### src/rtl/seg7_time_scanner.sv
// Eight-digit multiplexed seven-segment driver for the countdown timer.
// Optional leading-zero blanking of h2: define SEG7_LEAD_ZERO_BLANK_EN.
module seg7_time_scanner #(
  parameter int SCAN_DIV  = 100000,
  parameter int BLINK_DIV = 25000000
) (
  input  logic        clk,
  input  logic        rst,
  input  logic [35:0] time_i,
  input  logic [2:0]  curr_digit,
  input  logic        edit,
  input  logic        done,
  output logic [7:0]  an_o,
  output logic [6:0]  seg_o,
  output logic        dp_o
);

  localparam int SW = (SCAN_DIV > 2) ? $clog2(SCAN_DIV) : 1;
  localparam int BW = (BLINK_DIV > 2) ? $clog2(BLINK_DIV) : 1;

  logic [SW-1:0] scan_q, scan_d;
  logic [2:0]    p_q, p_d;
  logic [BW-1:0] blink_q, blink_d;
  logic          phase_q, phase_d;

  // ms1 is never shown, so only nibbles h2..ms2 are kept
  logic [31:0]   snap_t_q, snap_t_d;
  logic [2:0]    snap_cd_q, snap_cd_d;
  logic          snap_ed_q, snap_ed_d;
  logic          snap_dn_q, snap_dn_d;

  logic [7:0]    an_q, an_d;
  logic [6:0]    seg_q, seg_d;
  logic          dp_q, dp_d;

  logic          scan_wrap;
  logic          blink_wrap;
  logic          frame_end;
  logic [3:0]    nib;
  logic          ed_blank;
  logic          dn_blank;
  logic          lz_blank;
  logic          unused_ms1;

  assign unused_ms1 = ^time_i[3:0];

  assign scan_wrap  = (scan_q == SW'(SCAN_DIV - 1));
  assign blink_wrap = (blink_q == BW'(BLINK_DIV - 1));
  assign frame_end  = scan_wrap && (p_q == 3'd7);

  always_comb begin
    scan_d    = scan_wrap ? '0 : scan_q + 1'b1;
    p_d       = scan_wrap ? p_q + 3'd1 : p_q;
    blink_d   = blink_wrap ? '0 : blink_q + 1'b1;
    phase_d   = blink_wrap ? ~phase_q : phase_q;
    snap_t_d  = snap_t_q;
    snap_cd_d = snap_cd_q;
    snap_ed_d = snap_ed_q;
    snap_dn_d = snap_dn_q;
    // whole frame decodes from one coherent capture
    if (frame_end) begin
      snap_t_d  = time_i[35:4];
      snap_cd_d = curr_digit;
      snap_ed_d = edit;
      snap_dn_d = done;
    end
  end

  assign nib = snap_t_q[{p_q, 2'b00} +: 4];

  assign ed_blank = snap_ed_q && (snap_cd_q <= 3'd5) && phase_q &&
                    (p_q == 3'd7 - snap_cd_q);
  assign dn_blank = !snap_ed_q && snap_dn_q && phase_q;

`ifdef SEG7_LEAD_ZERO_BLANK_EN
  assign lz_blank = (p_q == 3'd7) && (snap_t_q[31:28] == 4'd0) &&
                    !(snap_ed_q && (snap_cd_q == 3'd0));
`else
  assign lz_blank = 1'b0;
`endif

  always_comb begin
    seg_d = 7'b0111111;
    unique case (nib)
      4'd0:    seg_d = 7'b1000000;
      4'd1:    seg_d = 7'b1111001;
      4'd2:    seg_d = 7'b0100100;
      4'd3:    seg_d = 7'b0110000;
      4'd4:    seg_d = 7'b0011001;
      4'd5:    seg_d = 7'b0010010;
      4'd6:    seg_d = 7'b0000010;
      4'd7:    seg_d = 7'b1111000;
      4'd8:    seg_d = 7'b0000000;
      4'd9:    seg_d = 7'b0010000;
      default: seg_d = 7'b0111111;
    endcase
    dp_d = !((p_q == 3'd6) || (p_q == 3'd4) || (p_q == 3'd2));
    an_d = ~(8'd1 << p_q);
    if (ed_blank || dn_blank || lz_blank) an_d = 8'hFF;
  end

  always_ff @(posedge clk or posedge rst) begin
    if (rst) begin
      scan_q    <= '0;
      p_q       <= '0;
      blink_q   <= '0;
      phase_q   <= 1'b0;
      snap_t_q  <= '0;
      snap_cd_q <= '0;
      snap_ed_q <= 1'b0;
      snap_dn_q <= 1'b0;
      an_q      <= 8'hFF;
      seg_q     <= 7'h7F;
      dp_q      <= 1'b1;
    end else begin
      scan_q    <= scan_d;
      p_q       <= p_d;
      blink_q   <= blink_d;
      phase_q   <= phase_d;
      snap_t_q  <= snap_t_d;
      snap_cd_q <= snap_cd_d;
      snap_ed_q <= snap_ed_d;
      snap_dn_q <= snap_dn_d;
      an_q      <= an_d;
      seg_q     <= seg_d;
      dp_q      <= dp_d;
    end
  end

  assign an_o  = an_q;
  assign seg_o = seg_q;
  assign dp_o  = dp_q;

endmodule

### config.mk
export PLATFORM = sky130hd
export DESIGN_NAME = seg7_time_scanner
export DESIGN_NICKNAME = d
export VERILOG_FILES = /design/src/rtl/seg7_time_scanner.sv
export SDC_FILE = /design/constraint.sdc
export NUM_CORES = 1
export LEC_CHECK = 0
export ABC_AREA = 1
export CAP_MARGIN = 10
export CORE_ASPECT_RATIO = 2
export CORE_MARGIN = 2
export CORE_UTILIZATION = 41
export DETAILED_ROUTE_END_ITERATION = 8
export GPL_ROUTABILITY_DRIVEN = 0
export PLACE_DENSITY = 0.72
export SLEW_MARGIN = 5
export SYNTH_ARGS = -nofsm -noshare
export SYNTH_HDL_FRONTEND = slang
export SYNTH_SLANG_ARGS = --single-unit
### constraint.sdc
create_clock -name clk -period 3.6 [get_ports clk]
set_clock_uncertainty 0.15 [all_clocks]
set_input_delay 0.72 -clock clk [delete_from_list [all_inputs] [get_ports clk]]
set_output_delay 0.72 -clock clk [all_outputs]
set_load 0.05 [all_outputs]
==> flow_metrics.py, run 1 <==
metrics = {
    "grt": {
        "gr-total-overflow": 0,
        "antenna_found_initial": 0,
        "grt_max_degree": 66,
        "gr-usage-all-layers_pct": 18.9,
        "grt_pass1_vias": 4419,
        "grt_pass1_wl_um": 20300,
    },
    "critical_path": {
        "crit_buf_inv": 1,
        "setup.worst_path.start": "an_o[2]",
        "cp_cell_sequence": "clkdlybuf4s50_1",
        "crit_path_end": "an_o[2]",
        "cp.required_ns": 2.73,
        "worst-path-stages": 1,
        "startpoint_type": "flop",
        "crit_path_max_fanout": 1,
        "r2r_slack_ns": 1.07,
        "cp_top_family": "buffers and inverters",
        "worstPathArrival_ns": 1.67,
        "worstSetupPathType": "flop to primary output",
        "crit_path_top_delay_cell": "clkdlybuf4s50_1",
        "r2r_cells": 11,
        "max_stage_delay_ns": 0.79,
        "regToRegEndpoint": "seg_o[5]",
        "r2r_start": "p_q[0]",
        "cp-end-kind": "primary output",
    },
    "timing": {
        "fmax_mhz": 393,
        "worstMarginPinSlew_ns": 0.784,
        "setup_viol": 0,
        "relSlewSlack_pct": 47.7,
        "hold_viol_final": 0,
        "slew_viol_final": 0,
        "period_share_pct": 70.7,
        "min_period_ns": 2.54,
        "rsz0062_at_grt": "no",
        "tns_ns": 0,
    },
    "drt": {
        "viasPerCell": 4.97,
        "avgRoutedWirePerCell_um": 14.0,
        "dr.pass1.iters": 4,
        "drc": 0,
        "vias": 4412,
        "wl_um": 12400,
        "drt_first_iter_violations": 240,
        "ant_nets": 0,
    },
    "worst_hold_path": {
        "hp-class": "flop to flop",
    },
    "final_layout": {
        "multi_input_area_mm2": 0.00221,
        "layout-drive-gt1-share_pct": 6.51,
        "final.fill_count": 1213,
        "area_delta_synth_final_pct": 19.7,
        "final_cell_mix": "nand2_1, inv_1, nand3_1, dfrtp_1, nor2_1",
        "design_area_mm2": 0.00621,
        "final_common_cell": "nand2_1",
        "fin_nets": 789,
        "fin_util_pct": 49.7,
        "seqCellArea_mm2": 0.00250,
        "diodes": 0,
        "final_cells": 887,
    },
    "pwr": {
        "max-vdd-ir-drop_v": 0.000301,
        "finalPower_mw": 2.36,
        "cellLeakagePower_nw": 3.07,
        "powerDensity_mw_per_mm2": 380,
    },
    "clock_network": {
        "tritoncts": "built",
        "cts.sinks": 99,
        "cts_max_level": 3,
        "path_clk_slew_ns": 0.07,
        "cts_buffer_depth": 2,
        "cts_resized": 0,
        "numCtsBuffers": 9,
        "clock_latency_ns": 0.35,
        "postCtsSetupBuffers": 0,
        "cts_hold_buf": 0,
        "cts_root_buf": "clkbuf_16",
    },
    "place": {
        "placed_cell_area_mm2": 0.00585,
        "dp_cells": 872,
        "dpl.hpwl_um": 9150,
        "io_buffers": 54,
    },
    "synth": {
        "avgSynthCellArea_um2": 7.63,
        "synth_cells": 680,
        "ys_warn_count": 0,
        "synthesis.area_mm2": 0.00519,
        "syn_nets": 736,
        "ys_seq_area_share_pct": 48.1,
        "ys_seq_elements": 99,
        "ys_types": 32,
    },
    "floorplanning": {
        "core-area_mm2": 0.0125,
        "die_h_um": 163,
        "initial_core_util_pct": 41.6,
        "die_area_mm2": 0.0136,
        "dieWidth_um": 83.5,
        "row_count": 58,
        "io_pins": 59,
    },
    "outcome": {
        "status": "completed",
    },
    "run": {
        "max_cap_violations": 0,
    },
}
==> synth_stat cells <==
cell,count,area (um^2)
dfrtp_1,83,2080
nor3_1,20,100
buf_6,4,45.0
inv_1,94,353
buf_2,5,25.0
xnor2_1,3,26.3
a211oi_1,1,7.51
nand3_1,89,445
o21bai_1,1,7.51
nor3_4,1,16.3
nand2_1,209,785
buf_4,4,30.0
a21oi_1,6,30.0
nor2_8,1,20.0
nor3_2,2,20.0
inv_2,2,7.51
dfstp_2,16,420
clkbuf_1,2,7.51
nand3_2,2,20.0
clkinv_1,1,3.75
nand4_1,9,56.3
nand2_2,3,18.8
o21ai_0,11,55.1
and2_1,1,6.26
nor2_2,1,6.26
ha_1,13,163
nor2_1,79,297
o21ai_1,1,5.00
clkbuf_4,1,7.51
nand3b_1,1,7.51
xor2_1,13,114
a31oi_1,1,6.26
==> power breakdown <==
part | internal, mW | total, mW | switching [mW]
registers | 1.11 | 1.11 | 0
clock network | 0.748 | 1.18 | 0.431
logic | 0.0383 | 0.0666 | 0.0283
total | 1.90 | 2.36 | 0.459
==> per-stage QoR <==
stage	hold slack (ns)	setup WS, ns
after detailed placement	0.303	1.09
final	0.309	1.06
after floorplan	0.283	0.166
after global placement	0.295	1.11
after global routing	0.345	0.799
after CTS	0.313	1.03
==> worst min path at each step <==
stage | from | to | slack, ns | cells after the start
3_5_place_dp | blink_q[0] | blink_q[0] | 0.30 | 1
4_1_cts | blink_q[0] | blink_q[0] | 0.31 | 1
2_1_floorplan | blink_q[0] | blink_q[0] | 0.28 | 1
5_1_grt | scan_q[0] | scan_q[0] | 0.35 | 1
3_3_place_gp | blink_q[0] | blink_q[0] | 0.30 | 1
6_report | blink_q[0] | blink_q[0] | 0.31 | 1
==> layer usage <==
metal  vias to the layer above  share of wire (%)  routed length [um]  track usage (%)
li1                       2208                  -                   -                -
met1                      2065                 36                4520             19.0
met2                        94                 55                6870             35.3
met3                        45                2.5                 309             2.78
met4                         0                5.8                 715             13.4
met5                         -                  0                   0                0
==> flip-flops by register name, indices dropped and copies added, names as in the netlist <==
| register | count |
|---|---|
| snap_t_q | 32 |
| blink_q | 25 |
| scan_q | 17 |
| an_o | 8 |
| seg_o | 7 |
| p_q | 3 |
| snap_cd_q | 3 |
| dp_o | 1 |
| phase_q | 1 |
| snap_dn_q | 1 |
| snap_ed_q | 1 |
==> cell type report <==
cell class / instances / area share (%)
sequential: 99 / 40.2
multi-input combinational: 468 / 35.6
timing repair buffer: 58 / 9.39
inverter: 97 / 5.90
clock buffer: 9 / 3.63
tap: 150 / 3.02
clock inverter: 6 / 2.20
==> logic make-up (layout without fill, tap and decap cells) <==
family / Yosys count / after routing / share of synthesized area, %
buffers and inverters: 113 / 170 / 9.24
XOR/XNOR: 16 / 16 / 2.70
AO/OA/AOI/OAI: 21 / 21 / 2.15
flip-flops: 99 / 99 / 48.1
adder cells (fa/ha/maj): 13 / 13 / 3.13
AND/OR/NAND/NOR: 418 / 418 / 34.7
==> worst reg2reg max path: cells and delay by family, from the launching register on <==
| kind | cells | cell delay [ns] |
|---|---|---|
| adder cells (fa/ha/maj) | 1 | 0.22 |
| AND/OR/NAND/NOR | 6 | 0.51 |
| AO/OA/AOI/OAI | 1 | 0.37 |
| flip-flops | 1 | 0.62 |
| buffers and inverters | 3 | 0.60 |
No activity file was read; power rests on OpenSTA's default activity.
==> run 2: changes to the inputs <==
==> constraint.sdc (replaced) <==
create_clock -name clk -period 2.09 [get_ports clk]
set_clock_uncertainty 0.15 [all_clocks]
set_input_delay 0.418 -clock clk [delete_from_list [all_inputs] [get_ports clk]]
set_output_delay 0.418 -clock clk [all_outputs]
set_load 0.05 [all_outputs]
==> run 2 against run 1 <==
  * Die area unchanged
  * Critical endpoint is now snap_t_q[19]
  * Combinational power grew 92%
  * Count of clock-buffer cells in the layout stayed put
  * Register-to-register slack worse by 0.92 ns
  * Critical path type is now flop to flop
  * Final cell count up 2.1%
  * Routed wire length is 1.2% higher
  * Utilization rose by 0.56 points
  * Hold slack got worse by 0.037 ns
  * Final area grew 1.1%
  * Largest cell class unchanged
  * Global-route usage rose by 0.11 points
==> flow_metrics.py, run 2 (same netlist as run 1, synthesis figures left out) <==
metrics = {
    "outcome": {
        "status": "completed",
    },
    "critical_path": {
        "cp-end-kind": "flop",
        "cp.required_ns": 2.22,
        "r2r_cells": 7,
        "crit_path_max_fanout": 36,
        "worstPathArrival_ns": 2.07,
        "startpoint_type": "flop",
        "max_stage_delay_ns": 0.41,
        "worstSetupPathType": "flop to flop",
        "cp_cell_sequence": "buf_4 > ha_1 > ha_1 > nand3_2 > buf_4 > nand2_1 > nand2_1",
        "crit_path_top_delay_cell": "dfrtp_1",
    },
    "final_layout": {
        "layout-drive-gt1-share_pct": 11.1,
        "fin_nets": 807,
        "area_delta_synth_final_pct": 21.0,
        "largest_reg_flops": 32,
        "top_regs": "snap_t_q x32, blink_q x25, scan_q x17",
        "diodes": 0,
        "final_cell_mix": "nand2_1, inv_1, nand3_1, dfrtp_1, nor2_1",
        "final_common_cell": "nand2_1",
        "regMostFlops": "snap_t_q",
    },
    "drt": {
        "drt_first_iter_violations": 214,
        "viasPerCell": 4.92,
        "dr.pass1.iters": 5,
        "vias": 4454,
        "avgRoutedWirePerCell_um": 13.9,
        "drc": 0,
        "wl_um": 12600,
        "ant_nets": 0,
    },
    "timing": {
        "slew_viol_final": 0,
        "setup_viol": 0,
        "period_share_pct": 92.9,
        "min_period_ns": 1.94,
        "fmax_mhz": 515,
        "tns_ns": 0,
        "hold_viol_final": 0,
        "rsz0062_at_grt": "no",
        "relSlewSlack_pct": 71.3,
        "worstMarginPinSlew_ns": 0.428,
    },
    "floorplanning": {
        "dieWidth_um": 83.5,
        "row_count": 58,
        "io_pins": 59,
        "die_area_mm2": 0.0136,
        "initial_core_util_pct": 41.6,
        "die_h_um": 163,
        "core-area_mm2": 0.0125,
    },
    "pwr": {
        "cellLeakagePower_nw": 3.14,
        "p_sw_share_pct": 22.0,
        "finalPower_mw": 3.76,
        "p_sw_mw": 0.826,
        "internal_power_mw": 2.94,
        "clkPwrFrac_pct": 45.7,
        "powerDensity_mw_per_mm2": 600,
        "pwr-share-seq_pct": 50.9,
        "max-vdd-ir-drop_v": 0.000488,
        "combPwrFrac_pct": 3.4,
    },
    "clock_network": {
        "cts_root_buf": "clkbuf_16",
        "cts_buffer_depth": 2,
        "cts_hold_buf": 0,
        "cts_resized": 0,
        "path_clk_slew_ns": 0.07,
        "tritoncts": "built",
        "postCtsSetupBuffers": 0,
        "cts_max_level": 3,
        "clock_latency_ns": 0.35,
        "cts.sinks": 99,
        "numCtsBuffers": 9,
    },
    "grt": {
        "grt_pass1_wl_um": 20500,
        "gr-usage-all-layers_pct": 19.1,
        "gr-total-overflow": 0,
        "antenna_found_initial": 0,
        "grt_max_degree": 37,
        "grt_pass1_vias": 4493,
    },
    "place": {
        "dpl.hpwl_um": 9670,
        "io_buffers": 54,
    },
    "run": {
        "max_cap_violations": 0,
    },
    "worst_hold_path": {
        "hp-class": "primary input to asynchronous set/reset pin",
    },
}
-- run 2: power by group through the flow --
stage | registers [mW] | clock network, mW | logic, mW
global route | 1.92 | 1.84 | 0.140
detailed placement | 1.95 | 0 | 0.132
CTS | 1.92 | 1.76 | 0.133
floorplan | 1.95 | 0 | 0.0282
finish | 1.92 | 1.72 | 0.128
global placement | 1.95 | 0 | 0.131
-- run 2: area by class of cell --
| cell class | count | area, um^2 |
|---|---|---|
| sequential | 99 | 2500 |
| clock buffer | 9 | 225 |
| tap | 150 | 188 |
| multi-input combinational | 468 | 2210 |
| inverter | 97 | 368 |
| clock inverter | 7 | 82.6 |
| timing repair buffer | 76 | 703 |
| fill | 1250 | 6200 |
-- run 2: final timing paths --
| check | start | end | slack, ns |
|---|---|---|---|
| max in group asynchronous | rst | seg_o[4] | 0.95 |
| min in group clk | scan_q[0] | scan_q[0] | 0.31 |
| max reg2reg | p_q[0] | snap_t_q[19] | 0.15 |
| max | p_q[0] | snap_t_q[19] | 0.15 |
| min reg2reg | scan_q[0] | scan_q[0] | 0.31 |
| min | rst | snap_cd_q[0] | 0.27 |
-- run 2: worst max-delay path: cells and delay by family, from the launching register on --
| kind | cells | cell delay (ns) |
|---|---|---|
| flops | 1 | 0.41 |
| buf+inv | 2 | 0.53 |
| simple gates | 3 | 0.30 |
| fa+ha+maj | 2 | 0.48 |
-- run 2: through the flow --
stage	worst slack (ns)	hold slack, ns	utilization [%]	std cells	area (um^2)
5_1_grt	0.0286	0.300	50.3	906	6280
3_3_place_gp	0.186	0.302	47.8	890	5970
2_1_floorplan	0.140	0.283	-	680	5190
4_1_cts	0.153	0.272	50.3	906	6280
6_report	0.148	0.273	50.3	906	6280
3_5_place_dp	0.173	0.304	47.8	890	5970
-- run 2: layer usage --
metal	up-vias	share of wire, %	global-route usage [%]
met1	2061	35	18.4
met3	36	3.8	3.49
met2	110	57	37.9
met5	-	0	0
li1	2247	-	-
met4	0	4.0	9.16
